$ cat src/rtl/lsu_pkg.sv
// Shared definitions for the MEM-stage load/store unit: funct3 codes, FSM states,
// and the legality / byte-enable decode used by the LSU.
package lsu_pkg;

   localparam logic [2:0] F3_B  = 3'b000;
   localparam logic [2:0] F3_H  = 3'b001;
   localparam logic [2:0] F3_W  = 3'b010;
   localparam logic [2:0] F3_BU = 3'b100;
   localparam logic [2:0] F3_HU = 3'b101;

   typedef enum logic [1:0] {IDLE, REQ, WAIT_R, DONE} lsu_state_e;

   // Legal width code for the direction, and naturally aligned for that width.
   function automatic logic lsu_legal(input logic [2:0] f3, input logic we,
                                      input logic [1:0] off);
      logic ok;
      case (f3)
         F3_B:    ok = 1'b1;
         F3_H:    ok = ~off[0];
         F3_W:    ok = (off == 2'b00);
         F3_BU:   ok = ~we;
         F3_HU:   ok = ~we & ~off[0];
         default: ok = 1'b0;
      endcase
      return ok;
   endfunction

   function automatic logic [3:0] lsu_be(input logic [2:0] f3, input logic [1:0] off);
      logic [3:0] be;
      case (f3)
         F3_B:    be = 4'b0001 << off;
         F3_H:    be = off[1] ? 4'b1100 : 4'b0011;
         default: be = 4'b1111;
      endcase
      return be;
   endfunction

endpackage

$ cat src/rtl/lsu_load_align.sv
// Selects the addressed byte/half of a read word and sign- or zero-extends it.
module lsu_load_align
   import lsu_pkg::*;
(
   input  logic [2:0]  funct3_i,
   input  logic [1:0]  off_i,
   input  logic [31:0] rdata_i,
   output logic [31:0] data_o
);

   logic [7:0]  w_byte;
   logic [15:0] w_half;

   always_comb begin
      w_byte = rdata_i[{off_i, 3'b000} +: 8];
      w_half = off_i[1] ? rdata_i[31:16] : rdata_i[15:0];
      case (funct3_i)
         F3_B:    data_o = {{24{w_byte[7]}}, w_byte};
         F3_BU:   data_o = {24'h000000, w_byte};
         F3_H:    data_o = {{16{w_half[15]}}, w_half};
         F3_HU:   data_o = {16'h0000, w_half};
         default: data_o = rdata_i;
      endcase
   end

endmodule

$ cat src/rtl/mem_stage_lsu.sv
// MEM-stage load/store unit: runs one access on a req/gnt/rvalid bus, stalls the
// pipeline meanwhile, and returns aligned load data with a bounded wait.
module mem_stage_lsu
   import lsu_pkg::*;
#(
   parameter int unsigned TIMEOUT_CYCLES = 255,
   parameter logic [31:0] RESET_DATA     = 32'h0000_0000
) (
   input  logic        clk_i,
   input  logic        rst_i,
   input  logic        req_valid_i,
   input  logic        mem_we_i,
   input  logic [2:0]  funct3_i,
   input  logic [31:0] addr_i,
   input  logic [31:0] wdata_i,
   output logic        stall_o,
   output logic [31:0] data_r_o,
   output logic        data_valid_o,
   output logic        acc_err_o,
   output logic        timeout_o,
   output logic        bus_req_o,
   output logic        bus_we_o,
   output logic [31:0] bus_addr_o,
   output logic [31:0] bus_wdata_o,
   output logic [3:0]  bus_be_o,
   input  logic        bus_gnt_i,
   input  logic        bus_rvalid_i,
   input  logic [31:0] bus_rdata_i
);

   localparam int unsigned    CntW    = $clog2(TIMEOUT_CYCLES + 1);
   localparam logic [CntW-1:0] CntLast = CntW'(TIMEOUT_CYCLES - 1);

   lsu_state_e      r_state;
   logic [31:0]     r_addr;
   logic [2:0]      r_f3;
   logic            r_we;
   logic [31:0]     r_wdata;
   logic [CntW-1:0] r_cnt;
   logic [31:0]     r_data;
   logic            r_data_valid;
   logic            r_acc_err;
   logic            r_timeout;

   logic            w_legal;
   logic            w_req;
   logic            w_expired;
   logic [31:0]     w_load_data;
   logic [31:0]     w_store_data;

   assign w_legal   = lsu_legal(funct3_i, mem_we_i, addr_i[1:0]);
   assign w_req     = (r_state == REQ);
   // >= so a load granted on the last REQ cycle still gets one WAIT_R cycle.
   assign w_expired = (r_cnt >= CntLast);

   lsu_load_align u_align (
      .funct3_i (r_f3),
      .off_i    (r_addr[1:0]),
      .rdata_i  (bus_rdata_i),
      .data_o   (w_load_data)
   );

   always_comb begin
      case (r_f3)
         F3_B:    w_store_data = {4{r_wdata[7:0]}};
         F3_H:    w_store_data = {2{r_wdata[15:0]}};
         default: w_store_data = r_wdata;
      endcase
   end

   always_ff @(posedge clk_i) begin
      if (rst_i) begin
         r_state      <= IDLE;
         r_addr       <= '0;
         r_f3         <= '0;
         r_we         <= 1'b0;
         r_wdata      <= '0;
         r_cnt        <= '0;
         r_data       <= RESET_DATA;
         r_data_valid <= 1'b0;
         r_acc_err    <= 1'b0;
         r_timeout    <= 1'b0;
      end else begin
         r_data_valid <= 1'b0;
         r_acc_err    <= 1'b0;
         r_timeout    <= 1'b0;
         case (r_state)
            IDLE: begin
               if (req_valid_i) begin
                  if (w_legal) begin
                     r_addr  <= addr_i;
                     r_f3    <= funct3_i;
                     r_we    <= mem_we_i;
                     r_wdata <= wdata_i;
                     r_cnt   <= '0;
                     r_state <= REQ;
                  end else begin
                     r_acc_err <= 1'b1;
                  end
               end
            end
            REQ: begin
               r_cnt <= r_cnt + 1'b1;
               if (bus_gnt_i) begin
                  r_state <= r_we ? DONE : WAIT_R;
               end else if (w_expired) begin
                  r_state   <= DONE;
                  r_timeout <= 1'b1;
                  r_data    <= RESET_DATA;
               end
            end
            WAIT_R: begin
               r_cnt <= r_cnt + 1'b1;
               if (bus_rvalid_i) begin
                  r_data       <= w_load_data;
                  r_data_valid <= 1'b1;
                  r_state      <= DONE;
               end else if (w_expired) begin
                  r_state   <= DONE;
                  r_timeout <= 1'b1;
                  r_data    <= RESET_DATA;
               end
            end
            default: r_state <= IDLE;
         endcase
      end
   end

   assign stall_o      = ((r_state == IDLE) & req_valid_i & w_legal) | w_req |
                         (r_state == WAIT_R);
   assign data_r_o     = r_data;
   assign data_valid_o = r_data_valid;
   assign acc_err_o    = r_acc_err;
   assign timeout_o    = r_timeout;
   assign bus_req_o    = w_req;
   assign bus_we_o     = w_req & r_we;
   assign bus_addr_o   = w_req ? {r_addr[31:2], 2'b00} : 32'h0;
   assign bus_wdata_o  = (w_req & r_we) ? w_store_data : 32'h0;
   assign bus_be_o     = (w_req & r_we) ? lsu_be(r_f3, r_addr[1:0]) : 4'b0000;

endmodule

$ cat config.mk
export PLATFORM = sky130hd
export DESIGN_NAME = mem_stage_lsu
export DESIGN_NICKNAME = d
export VERILOG_FILES = /design/src/rtl/lsu_pkg.sv /design/src/rtl/lsu_load_align.sv /design/src/rtl/mem_stage_lsu.sv
export SDC_FILE = /design/constraint.sdc
export NUM_CORES = 1
export LEC_CHECK = 0
export CAP_MARGIN = 20
export CORE_UTILIZATION = 45
export CTS_CLUSTER_SIZE = 28
export DETAILED_ROUTE_END_ITERATION = 10
export PLACE_DENSITY = 0.84
export SETUP_SLACK_MARGIN = 0.2
export SYNTH_ARGS = -nofsm -noshare
export SYNTH_HDL_FRONTEND = slang
export SYNTH_SLANG_ARGS = --single-unit
$ cat constraint.sdc
create_clock -name clk_i -period 2.3 [get_ports clk_i]
set_clock_uncertainty 0.05 [all_clocks]
set_input_delay 0.46 -clock clk_i [delete_from_list [all_inputs] [get_ports clk_i]]
set_output_delay 0.46 -clock clk_i [all_outputs]
set_load 0.01 [all_outputs]
# Word level (Yosys, flattened, before mapping)
# Cells that the tools add are included.
# op_classes
add_sub_neg	1
mux	29
shift	2
order_cmp	1
n_eq_ne	12
n_reduce_logical	13
n_bitwise	11
# op_table
cell	count
$mux 32	5
$pmux 32 s2	2
$pmux 32 s4	1
$shiftx 32x6->8	1
$mux 16	1
$mux 8	2
$pmux 8 s2	1
$eq 3x3->1 const B	4
$mux 2	5
$add 8x1->8 const B	1
$ge 8x8->1 const B	1
$mux 4	2
$pmux 4 s2	1
$eq 3x1->1 const B	2
$logic_not 3->1	2
$mux 1	6
$ne 2x2->1 const B	3
$pmux 2 s3	1
$reduce_and 3->1	2
$not 1->1	5
$pmux 1 s5	1
$and 1x1->1	4
$logic_not 2->1	2
$reduce_and 2->1	2
other kinds (9)	12
# totals
out_inout_bits	106
in_bits	105
word_cells	79
reg_bits	113

# Longest topological paths before layout
# Gate-level depths: netlist (run 1).
# logic_depth
depth_word	6
ltp_mapped	9
mapped_depth_nobuf	7

# By module
# From an unflattened synthesis (run 1), not the netlist that was laid out.
# hier_totals
cells_unflattened	701
area_unflattened_um2	5728.0
# modules_own_cells
module	area_each_um2	instances	cells_per_inst	seq_area_each_um2
mem_stage_lsu	4882.2	1	605	2262.2
lsu_load_align	845.8	1	96	0.0

# Worst setup path after synthesis (run 1)
# Ideal clock, no wire load.
# synth_timing
path_type	input to output
startpoint	input port funct3_i[2]
endpoint	output port stall_o
path_buffers	3
cell_stages	6
required_time_ns	1.790
arrival_ns	1.715
path_slack_ns	0.075
cell_sequence	or4_1 -> a21oi_1 -> buf_4 -> buf_8 -> buf_12 -> nand2b_1
# synth_between
elab_chain_len	5
elab_cells_between_ends	9
classes_between	eq/ne (4); mux (1); bitwise (3); reduce/logical (1)
# synth_rtl
element	line_no	source
start, declared	mem_stage_lsu.sv:13	input logic [2:0] funct3_i,
$eq 3x3->1, or another cell as far along	lsu_pkg.sv:17	case (f3)
$pmux 1 s5 *	lsu_pkg.sv:17	
$and 1x1->1 *	mem_stage_lsu.sv:129	assign stall_o = ((r_state == IDLE) & req_valid_i & w_legal) | w_req |
$or 1x1->1 * (2 in series)	mem_stage_lsu.sv:129	
end, declared	mem_stage_lsu.sv:16	output logic stall_o,
# Every way passes the cells marked *; elsewhere a longest branch is shown, timed or not.

# Worst setup path after layout (run 1)
# layout_timing
startpoint	register r_f3[2]
endpoint	output port bus_wdata_o[13]
# layout_between
elab_chain_len	3
elab_cells_between_ends	4
classes_between	eq/ne (1); mux (2); reduce/logical (1)
# layout_rtl
element	line_no	source
start, declared	mem_stage_lsu.sv:36	logic [2:0] r_f3;
start signal, assigned	mem_stage_lsu.sv:92	r_f3 <= funct3_i;
$eq 3x1->1 or $logic_not 3->1 (tied branches)	mem_stage_lsu.sv:64	case (r_f3)
$pmux 32 s2 *	mem_stage_lsu.sv:64	
$mux 32 *	mem_stage_lsu.sv:138	assign bus_wdata_o = (w_req & r_we) ? w_store_data : 32'h0;
end, declared	mem_stage_lsu.sv:24	output logic [31:0] bus_wdata_o,
# Marked as above.

==> results of run 1 <==
-- placed cells by master (no fill, tap or decap), types with 4 or more instances in the layout --
cell type and instances:
clkdlybuf4s50_1 134, dfxtp_1 108, mux2i_1 83, nor2_1 79, nand2_1 52, buf_4 38, o21ai_0 37, buf_6 37
buf_2 37, a21oi_1 21, a22o_1 21, clkbuf_16 21, and2_4 20, and2_1 12, nor2b_1 11, nand2b_1 10
buf_12 9, inv_1 8, a21oi_2 8, and3_4 7, a32o_1 7, o2bb2ai_1 7, nor2_2 6, nand2_2 6
a221o_1 6, clkinv_2 6, a21oi_4 5, o21ai_1 5, mux2_2 5, or3_1 5, nor3_1 5, ha_1 5
buf_16 5, a211oi_4 4, a211oi_2 4, nand3_1 4, clkbuf_8 4, buf_8 4, dfxtp_2 4
-- cell usage after synthesis, types with 3 or more instances --
| master | count | area share (%) |
|---|---|---|
| a22o_1 | 21 | 3.3 |
| or3_1 | 5 | 0.56 |
| a211oi_1 | 10 | 1.3 |
| a21o_1 | 3 | 0.40 |
| nand2b_1 | 11 | 1.2 |
| a221o_1 | 6 | 1.1 |
| and3_1 | 9 | 1.0 |
| nand3_1 | 4 | 0.36 |
| and2_1 | 32 | 3.6 |
| nor2_1 | 86 | 5.7 |
| ha_1 | 7 | 1.6 |
| nor2b_1 | 11 | 1.2 |
| a21oi_1 | 34 | 3.0 |
| inv_1 | 10 | 0.67 |
| o2bb2ai_1 | 7 | 1.1 |
| nor3_1 | 6 | 0.53 |
| o21ai_0 | 42 | 3.7 |
| mux2i_1 | 83 | 15 |
| mux2_2 | 5 | 1.0 |
| a32o_1 | 7 | 1.2 |
| nand2_1 | 61 | 4.1 |
| clkbuf_1 | 37 | 2.5 |
| buf_4 | 8 | 1.1 |
| dfxtp_1 | 113 | 40 |
-- critical path, stage by stage, from the launching register on --
cell and delay, ps:
dfxtp_4 360, buf_6 120, nor3_4 150, buf_4 150
buf_8 130, nand2_2 70, a21oi_2 150, buf_2 140
-- report_power, final --
| part | internal, W | leakage (nW) | switching [W] |
|---|---|---|---|
| sequential | 0.00205 | 0.918 | 0.0000704 |
| combinational | 0.000800 | 2.46 | 0.000721 |
| clock | 0.00154 | 0.272 | 0.000885 |
-- kinds of logic after synthesis --
kind of cell	count (synthesis)	share of synthesized area (%)
mux	89	16.1
fa+ha+maj	7	1.55
flops	113	40.2
compound gates	148	17.8
buf+inv	61	5.13
simple gates	232	19.2
other cells	1	0.0666
-- registers in the layout, indices dropped and copies added (netlist names) --
register / flops
data_r_o: 32
r_addr: 32
r_wdata: 32
r_cnt: 8
r_f3: 3
r_state: 2
acc_err_o: 1
data_valid_o: 1
r_we: 1
timeout_o: 1
-- worst min path at each step --
stage / cells after the start / end
floorplan: 2 / r_cnt[6]$_SDFFE_PP0P_
global placement: 1 / data_r_o[1]$_SDFFE_PP0P_
detailed placement: 1 / data_r_o[6]$_SDFFE_PP0P_
CTS: 1 / data_r_o[3]$_SDFFE_PP0P_
global route: 1 / data_r_o[0]$_SDFFE_PP0P_
finish: 1 / data_r_o[13]$_SDFFE_PP0P_
-- timing repair --
action / 4_1_cts / 5_1_grt
buffers inserted: 11 / 4
endpoints found under the setup margin: 161 / 93
gates cloned: 9 / 3
hold buffers: 0 / 0
endpoints found under the hold margin: 0 / 0
resized for setup: 369 / 66
pin swaps: 15 / 27
-- stage by stage --
step	utilization [%]	hold slack [ps]
after global placement	66.7	401
after CTS	73.7	420
after global routing	77.0	433
final	77.0	420
after floorplan	-	394
after detailed placement	66.7	403
-- metal layers --
layer	up-vias	wire (um)	global-route usage (%)
met5	-	0	0
met4	0	664	13.6
li1	2777	-	-
met3	62	1760	7.44
met2	357	10200	51.1
met1	2930	8230	38.0
-- final cells by class --
| cell class | instances | area [sq um] | share of cell area (%) |
|---|---|---|---|
| Clock inverter | 7 | 60.1 | 0.644 |
| Multi-Input combinational cell | 479 | 3460 | 37.1 |
| Tap cell | 168 | 210 | 2.26 |
| Timing Repair Buffer | 276 | 2810 | 30.1 |
| Inverter | 10 | 37.5 | 0.403 |
| Sequential cell | 113 | 2270 | 24.4 |
| Clock buffer | 23 | 478 | 5.13 |
==> flow_summary.toml, run 1 <==
[synthesis]
synth.distinct_cells = 49
ys_seq_area_share_pct = 40.2
yosys_most_used_dff = "dfxtp_1"
syn_inst = 651
ys_async_sr_fraction_pct = 0
ys_ff_latch = 113
syn-cell-area_sq_um = 5630
ys_warn_count = 0
synth_area_per_cell_sq_um = 8.65
synth_edf_count = 0

[clock_network]
cts_tree = "done"
clk_pin_slew_ps = 50
clockBufferDepth = 2
cts_sinks = 113
htreeDepth = 4
cts_buffers = 17
cts_root_buf = "clkbuf_16"
worstSkewPairLatency_ps = 420

[die]
dieArea_sq_um = 13000
io_pins = 211
row_count = 40
initial_utilization_pct = 46.5
dieHeight_um = 114
core_area_sq_um = 12100
die_w_um = 114

[drt]
vias = 6126
drtIter0Drc = 566
routed_wl_mm = 20.8
drc = 0
dr.pass1.iters = 5
drtAntennaViolNets = 0
avgRoutedWirePerCell_um = 19.3
viasPerCell = 5.69

[worst_setup_path]
worstSetupStartpointType = "flop"
cp_max_fo = 5
worst-r2r-cell-count = 10
cp.required_ps = 1790
reg2reg_from = "r_state[0]$_SDFFE_PP0P_"
critPathLaunch = "r_f3[2]$_SDFFE_PP0P_"
ff2ff_setup_slack_ps = 270
r2r-end = "r_cnt[1]$_SDFFE_PP0P_"
endpoint_kind = "primary output"
crit_type = "reg -> out"
crit_end = "bus_wdata_o[13]"
arrival_ps = 1700

[final_layout]
stdcell_count = 1076
fill_cells = 825
antennaDiodeCount = 0
nNetsFinal = 1009
syn_to_final_growth_pct = 65.5
drive_gt1_share_pct = 27.5
fin_area_sq_um = 9320

[power]
p_leak_nw = 3.65
peakVddDrop_uv = 378
power.total_w = 0.00607
power.density_nw_per_um2 = 651

[sta]
grt_setup_unrepaired = "true"
tightest_slew_ps = 538
period_needed_ps = 2210
tns_ps = 0
finalHoldViolations = 0
drv_slew = 0
period_share_pct = 95.9
slew_headroom_pct = 64.1
finalSetupViolCount = 0
max_freq_mhz = 453
setup_slack_ps = 94.1

[global_routing]
grt_pass1_vias = 5939
grt_max_degree = 38
grt_overflow = 0
grt_pass1_wl_mm = 31.0
track_usage_pct = 30.8
antenna_found_initial = 0

[placement]
dp.cells = 1019
io_buffer_count = 208
placed_cell_area_sq_um = 8080
place_hpwl_mm = 12.6
dp_slack_ps = -532
place_congestion = 0.848

[min_path]
hold_path_startpoint = "data_r_o[13]$_SDFFE_PP0P_"
min_path_type = "reg -> reg"

[status]
status = "finished, final reports clean"

[job]
drv_cap = 0
Note: power is estimated with default switching activity, not from simulation.
==> inputs of run 2 (changes only) <==
--- a/config.mk
+++ b/config.mk
@@ -9,6 +9,7 @@
 export CORE_UTILIZATION = 45
 export CTS_CLUSTER_SIZE = 28
 export DETAILED_ROUTE_END_ITERATION = 10
+export MAX_ROUTING_LAYER = met4
 export PLACE_DENSITY = 0.84
 export SETUP_SLACK_MARGIN = 0.2
 export SYNTH_ARGS = -nofsm -noshare
==> flow_summary.toml, run 2 (synthesized netlist as in run 1, its figures left out) <==
[status]
status = "finished, final reports clean"

[sta]
setup_slack_ps = 128
tightest_slew_ps = 518
finalHoldViolations = 0
drv_slew = 0
slew_headroom_pct = 65.5
grt_setup_unrepaired = "true"
period_share_pct = 94.4
period_needed_ps = 2170
max_freq_mhz = 460
finalSetupViolCount = 0

[power]
clkPwrFrac_pct = 42.3
peakVddDrop_uv = 436
power_frac_seq_pct = 35.3
p_switching_w = 0.00160
p_leak_nw = 3.57
p_sw_share_pct = 26.8
power.density_nw_per_um2 = 668
p_int_w = 0.00438
comb_power_share_pct = 22.4

[placement]
place_hpwl_mm = 12.5
dp_slack_ps = -506
io_buffer_count = 208
place_congestion = 0.861
dp.cells = 1019

[global_routing]
antenna_found_initial = 0
grt_pass1_vias = 5812
grt_max_degree = 38
grt_pass1_wl_mm = 29.2
grt_overflow = 0
track_usage_pct = 29.7

[clock_network]
cts_root_buf = "clkbuf_16"
worstSkewPairLatency_ps = 410
cts_buffers = 17
clk_pin_slew_ps = 50
cts_hold_buf = 0
htreeDepth = 4
cts_sinks = 113
clockBufferDepth = 2
cts_tree = "done"

[final_layout]
stdcell_count = 1065
syn_to_final_growth_pct = 59.1
antennaDiodeCount = 0
multi_input_area_sq_um = 3350
mostFrequentLayoutCells = "132 x clkdlybuf4s50_1, 108 x dfxtp_1, 83 x nor2_1, 83 x mux2i_1, 57 x nand2_1"
drive_gt1_share_pct = 21.9
regArea_sq_um = 2270
final_common_cell = "clkdlybuf4s50_1"
fill_cells = 897
fin_util_pct = 74.0
nNetsFinal = 999

[worst_setup_path]
reg2reg_from = "r_state[1]$_SDFFE_PP0P_"
crit_type = "in -> out"
ff2ff_setup_slack_ps = 290
cp.required_ps = 1790
critPathLaunch = "addr_i[1]"
cp_max_fo = 2
worstSetupStartpointType = "input port"
r2r-end = "data_r_o[14]$_SDFFE_PP0P_"
arrival_ps = 1660
crit_end = "stall_o"
endpoint_kind = "primary output"
worst-r2r-cell-count = 9

[drt]
avgRoutedWirePerCell_um = 18.4
vias = 5991
drc = 0
viasPerCell = 5.63
drtIter0Drc = 577
dr.pass1.iters = 6
drtAntennaViolNets = 0
routed_wl_mm = 19.6

[min_path]
worstHoldPathCells = 1
min_path_type = "reg -> reg"

[die]
dieHeight_um = 114
dieArea_sq_um = 13000
row_count = 40
initial_utilization_pct = 46.5
core_area_sq_um = 12100
io_pins = 211
die_w_um = 114

[job]
drv_cap = 0
==> run 2: layout make-up <==
type,count,area share [%]
repair buffers,266,28.2
clock buffers,23,5.33
inverters,10,0.419
clock inverters,6,0.922
flip-flops and latches,113,25.4
multi-input cells,479,37.4
well taps,168,2.35
==> run 2: worst min-delay path by stage <==
stage	to	from	slack [ps]
2_1_floorplan	r_cnt[6]$_SDFFE_PP0P_	r_cnt[6]$_SDFFE_PP0P_	390
3_3_place_gp	data_r_o[1]$_SDFFE_PP0P_	data_r_o[1]$_SDFFE_PP0P_	400
3_5_place_dp	data_r_o[5]$_SDFFE_PP0P_	data_r_o[5]$_SDFFE_PP0P_	400
4_1_cts	data_r_o[5]$_SDFFE_PP0P_	data_r_o[5]$_SDFFE_PP0P_	410
5_1_grt	data_r_o[6]$_SDFFE_PP0P_	data_r_o[6]$_SDFFE_PP0P_	430
6_report	data_r_o[5]$_SDFFE_PP0P_	data_r_o[5]$_SDFFE_PP0P_	410
==> run 2: metrics by stage <==
| step | area, sq um | power, W | hold WS (ps) | TNS, ps |
|---|---|---|---|---|
| floorplan | 5650 | 0.00272 | 394 | 0 |
| global placement | 8080 | 0.00318 | 402 | -28880 |
| detailed placement | 8080 | 0.00321 | 399 | -31250 |
| CTS | 8750 | 0.00586 | 410 | 0 |
| global route | 8960 | 0.00618 | 434 | 0 |
| finish | 8960 | 0.00598 | 407 | 0 |
==> run 2: repair_timing <==
item / in CTS / in global routing
buffers inserted: 5 / 4
cloned: 3 / 5
endpoints found under the setup margin: 164 / 151
pin swaps: 7 / 8
gates resized for setup: 271 / 39
==> run 2: layer usage <==
layer | wire length, um | up-vias | GRT usage (%)
met3 | 1230 | 42 | 5.42
li1 | - | 2759 | -
met4 | 471 | 0 | 12.3
met1 | 8070 | 2897 | 35.3
met2 | 9810 | 293 | 49.8
met5 | 0 | - | -
==> run 2: power groups by stage <==
stage / Combinational, W / Clock [W] / Sequential, W
after CTS: 0.00121 / 0.00254 / 0.00211
after global routing: 0.00142 / 0.00265 / 0.00212
after global placement: 0.00105 / 0 / 0.00213
after floorplan: 0.000592 / 0 / 0.00213
after detailed placement: 0.00108 / 0 / 0.00214
final: 0.00134 / 0.00253 / 0.00211
==> run 2: worst max-delay path, cell delays in order <==
cell	delay, ps
dlygate4sd2_1	250
or4_4	530
a21oi_4	160
nand2b_4	150
buf_6	100
